<file path="src/rtl/rv_lsu.sv">
// rtl/rv_lsu.sv - load/store unit between the core memory stage and the data memory port
//
// Purpose:
//   Accepts one byte/half/word load or store at a time from the core and runs it
//   against a word-addressed memory port (one-cycle valid pulse out, one-cycle
//   ready pulse back). Loads return sign- or zero-extended data. Sub-word stores
//   are done as read-modify-write because the memory only takes full words.
//
// Optional feature (macro RV_LSU_MISALIGN_TRAP_EN):
//   defined   - misaligned half/word accesses complete immediately with
//               resp_err_o=1, resp_rdata_o=0 and no memory access.
//   undefined - resp_err_o is always 0; misaligned addresses are aligned down.
//
// Ports:
//   clk_i, arstn_i        clock, asynchronous active-low reset
//   req_valid_i/ready_o   core request handshake (ready only in IDLE)
//   req_we_i              1 = store, 0 = load
//   req_size_i            00 byte, 01 half, 1x word
//   req_unsigned_i        loads: 1 = zero-extend, 0 = sign-extend
//   req_addr_i            byte address
//   req_wdata_i           right-aligned store data
//   resp_valid_o          one-cycle completion pulse
//   resp_rdata_o          extended load data (0 for stores), held until next completion
//   resp_err_o            misaligned-access error, qualified by resp_valid_o
//   mem_valid_o           one-cycle request pulse to memory
//   mem_addr_o            word address (byte address >> 2)
//   mem_wdata_o           full write word
//   mem_write_o           1 = write
//   mem_rdata_i           read word, valid with mem_ready_i
//   mem_ready_i           one-cycle completion pulse from memory

module rv_lsu #(
  parameter int XLEN = 32
) (
  input  logic            clk_i,
  input  logic            arstn_i,
  input  logic            req_valid_i,
  output logic            req_ready_o,
  input  logic            req_we_i,
  input  logic [1:0]      req_size_i,
  input  logic            req_unsigned_i,
  input  logic [XLEN-1:0] req_addr_i,
  input  logic [XLEN-1:0] req_wdata_i,
  output logic            resp_valid_o,
  output logic [XLEN-1:0] resp_rdata_o,
  output logic            resp_err_o,
  output logic            mem_valid_o,
  output logic [XLEN-1:0] mem_addr_o,
  output logic [XLEN-1:0] mem_wdata_o,
  output logic            mem_write_o,
  input  logic [XLEN-1:0] mem_rdata_i,
  input  logic            mem_ready_i
);

  typedef enum logic [2:0] {
    S_IDLE,
    S_ISSUE,
    S_WAIT,
    S_RMW_ISSUE,
    S_RMW_WAIT,
    S_DONE
  } state_t;

  state_t          r_state;
  logic            r_we;
  logic            r_uns;
  logic [1:0]      r_size;
  logic [1:0]      r_off;
  logic [15:0]     r_wdata;
  logic            r_mem_valid;
  logic            r_mem_write;
  logic [XLEN-1:0] r_mem_addr;
  logic [XLEN-1:0] r_mem_wdata;
  logic            r_resp_valid;
  logic [XLEN-1:0] r_resp_rdata;
  logic            r_resp_err;

  logic            w_trap;
  logic [4:0]      w_shamt;
  logic [XLEN-1:0] w_shifted;
  logic [XLEN-1:0] w_load_data;
  logic [XLEN-1:0] w_merged;

`ifdef RV_LSU_MISALIGN_TRAP_EN
  assign w_trap = (req_size_i == 2'b01 && req_addr_i[0]) ||
                  (req_size_i[1] && req_addr_i[1:0] != 2'b00);
`else
  assign w_trap = 1'b0;
`endif

  assign req_ready_o  = (r_state == S_IDLE);
  assign resp_valid_o = r_resp_valid;
  assign resp_rdata_o = r_resp_rdata;
  assign resp_err_o   = r_resp_err;
  assign mem_valid_o  = r_mem_valid;
  assign mem_addr_o   = r_mem_addr;
  assign mem_wdata_o  = r_mem_wdata;
  assign mem_write_o  = r_mem_write;

  // Lane shift: halves only look at addr[1] and words at no offset bits, which is
  // what aligns misaligned accesses down when the trap is not built in.
  always_comb begin
    w_shamt = 5'd0;
    if (r_size == 2'b00) begin
      w_shamt = {r_off, 3'b000};
    end else if (r_size == 2'b01) begin
      w_shamt = {r_off[1], 4'b0000};
    end
  end

  assign w_shifted = mem_rdata_i >> w_shamt;

  always_comb begin
    w_load_data = w_shifted;
    if (r_size == 2'b00) begin
      w_load_data = {{(XLEN-8){~r_uns & w_shifted[7]}}, w_shifted[7:0]};
    end else if (r_size == 2'b01) begin
      w_load_data = {{(XLEN-16){~r_uns & w_shifted[15]}}, w_shifted[15:0]};
    end
  end

  // Read-modify-write merge: only the addressed lane is replaced.
  always_comb begin
    w_merged = mem_rdata_i;
    if (r_size == 2'b00) begin
      w_merged[w_shamt +: 8] = r_wdata[7:0];
    end else begin
      w_merged[w_shamt +: 16] = r_wdata;
    end
  end

  always_ff @(posedge clk_i or negedge arstn_i) begin
    if (!arstn_i) begin
      r_state      <= S_IDLE;
      r_we         <= 1'b0;
      r_uns        <= 1'b0;
      r_size       <= 2'b00;
      r_off        <= 2'b00;
      r_wdata      <= '0;
      r_mem_valid  <= 1'b0;
      r_mem_write  <= 1'b0;
      r_mem_addr   <= '0;
      r_mem_wdata  <= '0;
      r_resp_valid <= 1'b0;
      r_resp_rdata <= '0;
      r_resp_err   <= 1'b0;
    end else begin
      case (r_state)
        S_IDLE: begin
          if (req_valid_i) begin
            r_we    <= req_we_i;
            r_uns   <= req_unsigned_i;
            r_size  <= req_size_i;
            r_off   <= req_addr_i[1:0];
            r_wdata <= req_wdata_i[15:0];
            if (w_trap) begin
              r_resp_valid <= 1'b1;
              r_resp_err   <= 1'b1;
              r_resp_rdata <= '0;
              r_state      <= S_DONE;
            end else begin
              r_mem_valid <= 1'b1;
              // Sub-word stores start with a read of the target word.
              r_mem_write <= req_we_i & req_size_i[1];
              r_mem_addr  <= {2'b00, req_addr_i[XLEN-1:2]};
              r_mem_wdata <= req_wdata_i;
              r_state     <= S_ISSUE;
            end
          end
        end
        S_ISSUE: begin
          r_mem_valid <= 1'b0;
          r_state     <= S_WAIT;
        end
        S_WAIT: begin
          if (mem_ready_i) begin
            if (!r_we) begin
              r_resp_valid <= 1'b1;
              r_resp_rdata <= w_load_data;
              r_resp_err   <= 1'b0;
              r_state      <= S_DONE;
            end else if (r_size[1]) begin
              r_resp_valid <= 1'b1;
              r_resp_rdata <= '0;
              r_resp_err   <= 1'b0;
              r_state      <= S_DONE;
            end else begin
              r_mem_valid <= 1'b1;
              r_mem_write <= 1'b1;
              r_mem_wdata <= w_merged;
              r_state     <= S_RMW_ISSUE;
            end
          end
        end
        S_RMW_ISSUE: begin
          r_mem_valid <= 1'b0;
          r_state     <= S_RMW_WAIT;
        end
        S_RMW_WAIT: begin
          if (mem_ready_i) begin
            r_resp_valid <= 1'b1;
            r_resp_rdata <= '0;
            r_resp_err   <= 1'b0;
            r_state      <= S_DONE;
          end
        end
        S_DONE: begin
          r_resp_valid <= 1'b0;
          r_mem_write  <= 1'b0;
          r_state      <= S_IDLE;
        end
        default: begin
          r_state <= S_IDLE;
        end
      endcase
    end
  end

endmodule

</file>
<file path="config.mk">
export PLATFORM = sky130hd
export DESIGN_NAME = rv_lsu
export DESIGN_NICKNAME = d
export VERILOG_FILES = /design/src/rtl/rv_lsu.sv
export SDC_FILE = /design/constraint.sdc
export NUM_CORES = 1
export LEC_CHECK = 0
export ABC_AREA = 1
export ABC_CLOCK_PERIOD_IN_PS = 3300
export CAP_MARGIN = 20
export CORE_MARGIN = 8
export CORE_UTILIZATION = 39
export CTS_CLUSTER_SIZE = 8
export DETAILED_ROUTE_END_ITERATION = 7
export PLACE_DENSITY = 0.68
export SLEW_MARGIN = 0
export SYNTH_ARGS = -nofsm -noshare
export SYNTH_HDL_FRONTEND = slang
export SYNTH_SLANG_ARGS = --single-unit
export TNS_END_PERCENT = 10
</file>
<file path="constraint.sdc">
create_clock -name clk_i -period 3.3 [get_ports clk_i]
set_clock_uncertainty 0.05 [all_clocks]
set_input_delay 0.33 -clock clk_i [delete_from_list [all_inputs] [get_ports clk_i]]
set_output_delay 0.33 -clock clk_i [all_outputs]
set_load 0.02 [all_outputs]
</file>
After elaboration in Yosys (flattened, before gate mapping)
Cells that the tools add are included. Widths: inputs -> output; s select.

Add/sub/neg operators: 1. Equal/unequal tests: 12. Shift operators: 5. Muxes and demuxes: 40. Bitwise logic cells: 4. Reduce and logical (&&, ||, !) cells: 15.

Operator list (count): $mux 32 (11); $pmux 32 s2 (2); $bwmux 32 (2); $shift 16x7->32 const A (1); $shift 8x7->32 const A (1); $shiftx 16x7->32 (1); $shiftx 8x7->32 (1); $shr 32x5->32 (1); $mux 3 (5); $pmux 3 s5 (1); $reduce_and 5->1 (3); $mux 1 (13); $mux 5 (2); $ne 2x2->1 const B (5); $pmux 1 s3 (3); $reduce_bool 3->1 (3); $reduce_and 4->1 (2); $neg 5->7 (1); $eq 3x2->1 const B (2); $eq 3x3->1 const B (2); $reduce_bool 2->1 (2); $and 1x1->1 (3); $eq 3x1->1 const B (1); $logic_not 3->1 (1); other kinds (8) (8).

Register bits after elaboration: 123. Bits of input ports: 104. Output and inout bits: 101. Word-level logic and storage cells: 90.

Logic depth before layout (Yosys ltp)
Word-level depth: 11. Mapped depth: 13. Gate-level depth less buffers: 10.

Worst setup path after synthesis
Ideal clock, no wire load.

Path kind: flip-flop to flip-flop. Start point: register r_size[1]. End point: register r_mem_wdata[22] (netlist: mem_wdata_o[22]). Setup time: 77 ps. Arrival time: 2216 ps. Data required time: 3173 ps. Slack: 957 ps. Stages on the path, launching flop included: 14. Buffers on the path: 3. Period minus slack after synthesis: 2343 ps. Cells stage by stage: dfrtp_1 -> nor2_4 -> nand2_2 -> buf_6 -> buf_2 -> ha_1 -> buf_2 -> inv_2 -> nand2_2 -> inv_2 -> nand2_1 -> o21ai_0 -> nand3_1 -> a21oi_1.

Longest elaborated chain between the ends: 11. Elaborated cells between the ends (all ways): 18. Those cells by class: 1 x add/sub; 2 x eq/ne; 4 x shift; 9 x mux; 2 x reduce/logical.

Ends and longest elaborated chain: start: declaration (line 67) `logic [1:0] r_size;`; start signal: assignment (line 153) `r_size <= req_size_i;`; $eq 2x1->1 (line 106) `end else if (r_size == 2'b01) begin`; $mux 5 (line 106); $mux 5 (line 104) `if (r_size == 2'b00) begin`; $neg 5->7 (line 126, 128); $shiftx 16x7->32 (tied with other cells) (line 128) `w_merged[w_shamt +: 16] = r_wdata;`; $bwmux 32, on equally long branches (line 128, 126); $mux 32 (line 125) `if (r_size == 2'b00) begin`; $mux 32 (line 182) `end else if (r_size[1]) begin`; $mux 32 (line 177) `if (!r_we) begin`; $mux 32 (line 176) `if (mem_ready_i) begin`; $pmux 32 s2 (line 148) `case (r_state)`; end signal: assignment (line 166) `r_mem_wdata <= req_wdata_i;`; end signal: assignment (line 190) `r_mem_wdata <= w_merged;`; end: declaration (line 73) `logic [XLEN-1:0] r_mem_wdata;`.

Parallel ways exist; a longest one is shown, timed or not. The select of a mux whose other input is x is not followed. A chain may end at the register's enable or synchronous reset.

Worst setup path after layout
Start point: register r_size[1]. End point: register r_mem_wdata[5] (netlist: mem_wdata_o[5]).

Same word-level chain as after synthesis.

==> flow_summary.html <==
<table>
<tr><th>Metric</th><th>Value</th></tr>
<tr><th colspan="2">Critical path</th></tr>
<tr><td>CP top delay family</td><td>simple AND/OR/NAND/NOR gates</td></tr>
<tr><td>Startpoint Class</td><td>register</td></tr>
<tr><td>Worst setup path class</td><td>register to register</td></tr>
<tr><td>Cell depth of the worst flop-to-flop path</td><td>9</td></tr>
<tr><td>Series of cell instances along the critical path</td><td>inv_2, nand2_1, ha_1, clkinv_1, nand2_1, nand4_1, o21ai_0, o211ai_1, nand2_1</td></tr>
<tr><td>Most frequent CP cell</td><td>sky130_fd_sc_hd__nand2_1</td></tr>
<tr><td>Critical R2R Launch</td><td>r_size[1]</td></tr>
<tr><td>Kind of capture point of the worst setup path</td><td>register</td></tr>
<tr><td>CP max stage delay</td><td>440 ps</td></tr>
<tr><td>Worst R2R Setup Slack</td><td>590 ps</td></tr>
<tr><td>Slowest cell on the critical path</td><td>sky130_fd_sc_hd__dfrtp_1</td></tr>
<tr><td>Worst EP arrival</td><td>just over 3000 ps</td></tr>
<tr><td>Maximum fanout encountered on the critical timing path</td><td>20</td></tr>
<tr><td>Crit path buffers/inverters</td><td>2</td></tr>
<tr><td>Terminus of the critical flop-to-flop path</td><td>mem_wdata_o[5]</td></tr>
<tr><td>Required time reported for the critical path endpoint</td><td>roughly 3600 ps</td></tr>
<tr><th colspan="2">Synth</th></tr>
<tr><td>Parity-gate share of the synthesized area counting xor and xnor cells</td><td>0%</td></tr>
<tr><td>Count of distinct cell types in the synthesized netlist</td><td>36</td></tr>
<tr><td>Adder and majority cell fraction of the synthesized area</td><td>0.917%</td></tr>
<tr><td>Post-synth top area cell</td><td>sky130_fd_sc_hd__dfrtp_1</td></tr>
<tr><td>Number of storage elements in the synthesis netlist</td><td>around 120</td></tr>
<tr><td>Area share of the largest cell type after synthesis</td><td>approximately 45%</td></tr>
<tr><td>Dominant combinational cell family by area after synthesis</td><td>simple AND/OR/NAND/NOR gates</td></tr>
<tr><td>Yosys synthesis warning count</td><td>0</td></tr>
<tr><td>Synth area leaders</td><td>sky130_fd_sc_hd__dfrtp_1 (45%), sky130_fd_sc_hd__nand2_1 (12%), sky130_fd_sc_hd__a21oi_1 (7.0%)</td></tr>
<tr><td>Post-Synthesis Cell Area</td><td>a little under 0.007 mm2</td></tr>
<tr><td>Number of standard cells after synthesis</td><td>between 800 and 900</td></tr>
<tr><td>Compound-Gate Fraction of Synth Area</td><td>17.1%</td></tr>
<tr><td>Part of the Yosys area used for sequential elements</td><td>about 45%</td></tr>
<tr><td>Simple-Gate Fraction of Synth Area</td><td>~23%</td></tr>
<tr><td>Multiplexer fraction of the synthesized cell area</td><td>6.60%</td></tr>
<tr><td>Average cell area after synthesis</td><td>about 7.9 um2</td></tr>
<tr><th colspan="2">Timing</th></tr>
<tr><td>Slew at the pin with the worst max-slew slack</td><td>about 810 ps</td></tr>
<tr><td>Worst hold slack</td><td>approximately 420 ps</td></tr>
<tr><td>Number of failing hold endpoints at the final stage</td><td>0</td></tr>
<tr><td>Post-route setup TNS</td><td>0 ps</td></tr>
<tr><td>Max-slew violations</td><td>0</td></tr>
<tr><td>Final-report setup violation count</td><td>0</td></tr>
<tr><td>Max-Slew Margin vs Limit</td><td>45.9%</td></tr>
<tr><td>RSZ-0062 raised after global routing</td><td>false</td></tr>
<tr><td>Fin crit period</td><td>about 2700 ps</td></tr>
<tr><td>Highest Clock Rate</td><td>~370 MHz</td></tr>
<tr><td>Final period util</td><td>82.2%</td></tr>
<tr><td>Setup slack after layout</td><td>a little under 600 ps</td></tr>
<tr><th colspan="2">Place</th></tr>
<tr><td>Pre-CTS worst setup slack</td><td>around 640 ps</td></tr>
<tr><td>Placed Instance Area</td><td>between 0.008 and 0.009 mm2</td></tr>
<tr><td>Global placement routability congestion</td><td>about 0.94</td></tr>
<tr><td>Post-Place Cells</td><td>around 1300</td></tr>
<tr><td>Number of port buffers</td><td>around 200</td></tr>
<tr><td>Dpl hpwl</td><td>between 15000 and 20000 um</td></tr>
<tr><th colspan="2">Die</th></tr>
<tr><td>Row cnt</td><td>48</td></tr>
<tr><td>Floorplan die area</td><td>between 0.02 and 0.025 mm2</td></tr>
<tr><td>Area of the core</td><td>around 0.017 mm2</td></tr>
<tr><td>Starting density of the core</td><td>approximately two fifths</td></tr>
<tr><td>Die extent in x</td><td>~150 um</td></tr>
<tr><td>Total I/O pin count</td><td>about 200</td></tr>
<tr><td>Die height</td><td>between 100 and 150 um</td></tr>
<tr><th colspan="2">Clocking</th></tr>
<tr><td>Clock latency of the later-clocked register in the worst-skew pair</td><td>approximately 420 ps</td></tr>
<tr><td>Buffer levels on the longest clock path</td><td>2</td></tr>
<tr><td>Buffer type at the clock tree root</td><td>sky130_fd_sc_hd__clkbuf_16</td></tr>
<tr><td>Clock net sink count</td><td>122</td></tr>
<tr><td>Maximum level of the CTS H-tree</td><td>4</td></tr>
<tr><td>Number of buffers added by the clock tree synthesis step</td><td>17</td></tr>
<tr><td>Count of instances resized after the clock tree is built</td><td>0</td></tr>
<tr><td>CTS tree</td><td>built</td></tr>
<tr><td>Clock transition at the registers of the reported paths</td><td>60 ps</td></tr>
<tr><th colspan="2">Final layout</th></tr>
<tr><td>Area delta synth-&gt;final</td><td>40.0%</td></tr>
<tr><td>Finished Layout Cells</td><td>about 1300</td></tr>
<tr><td>Diodes inserted</td><td>0</td></tr>
<tr><td>Commonest non-fill, non-tap cells in the layout</td><td>sky130_fd_sc_hd__nand2_1 (211), sky130_fd_sc_hd__clkdlybuf4s50_1 (200), sky130_fd_sc_hd__dfrtp_1 (122), sky130_fd_sc_hd__nor2_1 (100), sky130_fd_sc_hd__a21oi_1 (96)</td></tr>
<tr><td>Most common cell after layout, fill and taps aside</td><td>sky130_fd_sc_hd__nand2_1</td></tr>
<tr><td>End-of-flow core utilization</td><td>between 50 and 60%</td></tr>
<tr><td>Final Net Count</td><td>roughly 1200</td></tr>
<tr><td>Share of post-route cells with drive strength above 1</td><td>between 10% and 20%</td></tr>
<tr><td>Design area</td><td>0.00956 mm2</td></tr>
<tr><th colspan="2">Routing</th></tr>
<tr><td>Detailed-routing iteration count for the pre-antenna-repair pass</td><td>5</td></tr>
<tr><td>Final antenna-violating net count</td><td>0</td></tr>
<tr><td>Remaining DRCs</td><td>0</td></tr>
<tr><td>Post-detailed-route via-to-cell ratio</td><td>around 5.1</td></tr>
<tr><td>Routed WL</td><td>about 24000 um</td></tr>
<tr><td>Total number of vias</td><td>around 6600</td></tr>
<tr><td>Drt first-iter violations</td><td>between 600 and 700</td></tr>
<tr><td>DR WL/cell</td><td>18.2 um</td></tr>
<tr><th colspan="2">Min path</th></tr>
<tr><td>WHS Path Cells</td><td>2</td></tr>
<tr><td>Terminating pin of the worst hold path</td><td>mem_valid_o</td></tr>
<tr><td>Class of the tightest hold or removal check</td><td>register to register</td></tr>
<tr><td>Source of the worst hold timing path</td><td>mem_valid_o</td></tr>
<tr><th colspan="2">GRT</th></tr>
<tr><td>Largest net degree at the start of global routing</td><td>slightly above 70</td></tr>
<tr><td>Aggregate global routing overflow</td><td>0</td></tr>
<tr><td>Overall global routing resource usage</td><td>a little over a fifth</td></tr>
<tr><td>First-pass GRT wire length</td><td>around 37000 um</td></tr>
<tr><td>Number of global-route vias before repair</td><td>6691</td></tr>
<tr><td>Initial antenna violation count</td><td>0</td></tr>
<tr><th colspan="2">Power</th></tr>
<tr><td>Worst vdd ir</td><td>~480 uV</td></tr>
<tr><td>Internal Power</td><td>around 5.5 mW</td></tr>
<tr><td>Total power consumption of the routed design</td><td>between 9 and 10 mW</td></tr>
<tr><td>Share of total power in the clock network</td><td>a little under a fifth</td></tr>
<tr><td>Leakage power</td><td>roughly 4.2 nW</td></tr>
<tr><td>Switching part of the total</td><td>a little over two fifths</td></tr>
<tr><td>Logic pwr share</td><td>a little over half</td></tr>
<tr><td>Ratio of total power to cell area</td><td>around 1000 mW/mm2</td></tr>
<tr><td>Sequential share of power</td><td>27.1%</td></tr>
<tr><td>Power dissipated by switching net loads</td><td>about 4.2 mW</td></tr>
<tr><th colspan="2">Run</th></tr>
<tr><td>Max-cap violation count</td><td>0</td></tr>
<tr><th colspan="2">Run status</th></tr>
<tr><td>Result of the run</td><td>finished, final reports clean</td></tr>
</table>
[Yosys cell counts, drive strengths merged]
cell,number
buf,41
a21boi,1
clkbuf,11
conb,1
nand4,11
o21ai,83
nand3,47
a31oi,1
dfrtp,122
o211ai,15
and3,1
nor3,1
mux2,40
a21oi,107
nand2,218
o21bai,4
inv,50
clkinv,3
nor2,103
ha,5
o22ai,1
[how the worst max path moves through the flow]
stage,start,to,slack [ps],cells past startpoint
after global routing,r_size[1],mem_wdata_o[19],300,10
after CTS,r_size[1],mem_wdata_o[5],620,9
after global placement,r_size[1],mem_wdata_o[5],650,9
after detailed placement,r_size[1],mem_wdata_o[21],640,10
after floorplan,r_size[1],mem_wdata_o[22],960,13
final,r_size[1],mem_wdata_o[5],590,9
[power by group through the flow]
stage               clock network, mW  logic, mW  registers (mW)
floorplan                           0       2.60            3.22
global placement                    0       5.23            2.63
detailed placement                  0       5.26            2.63
CTS                              1.89       5.27            2.63
global route                     1.97       5.71            2.72
finish                           1.86       5.23            2.63
[logic make-up after synthesis]
logic type / count (synthesis)
simple gates: 381
compound gates: 212
flops: 122
buf+inv: 105
mux: 40
fa+ha+maj: 5
other cells: 1
[tightest hold or removal path: stages (launching register included)]
cell	delay [ps]
sky130_fd_sc_hd__dfrtp_1	340
sky130_fd_sc_hd__nand2_1	50
sky130_fd_sc_hd__nand2_1	50
[cell type report]
class                      instances  area, um2
fill                            1632       7620
inverter                          53        200
timing repair buffer             217       2160
clock inverter                    11        120
multi-input combinational        641       3270
clock buffer                      21        470
tap                              225        282
sequential                       122       3050
[routing by layer]
metal,vias to the layer above,share of wire (%),track usage [%]
li1,3237,-,-
met1,3108,44,28.1
met2,241,46,33.4
met3,32,8.4,5.96
met4,0,1.8,7.45
met5,-,0,0
[sequential cells by signal, summed over array words and instances (netlist names)]
register      cells
mem_valid_o       1
r_state           3
mem_addr_o       30
resp_rdata_o     32
r_size            2
r_we              1
r_wdata          16
r_off             2
r_uns             1
mem_write_o       1
resp_valid_o      1
mem_wdata_o      32
[what timing repair did]
item / 4_1_cts / 5_1_grt
endpoints found under the hold margin: 51 / 0
setup buffers: 0 / 0
hold buffers: 1 / 0
(Power assumes the default switching activity.)
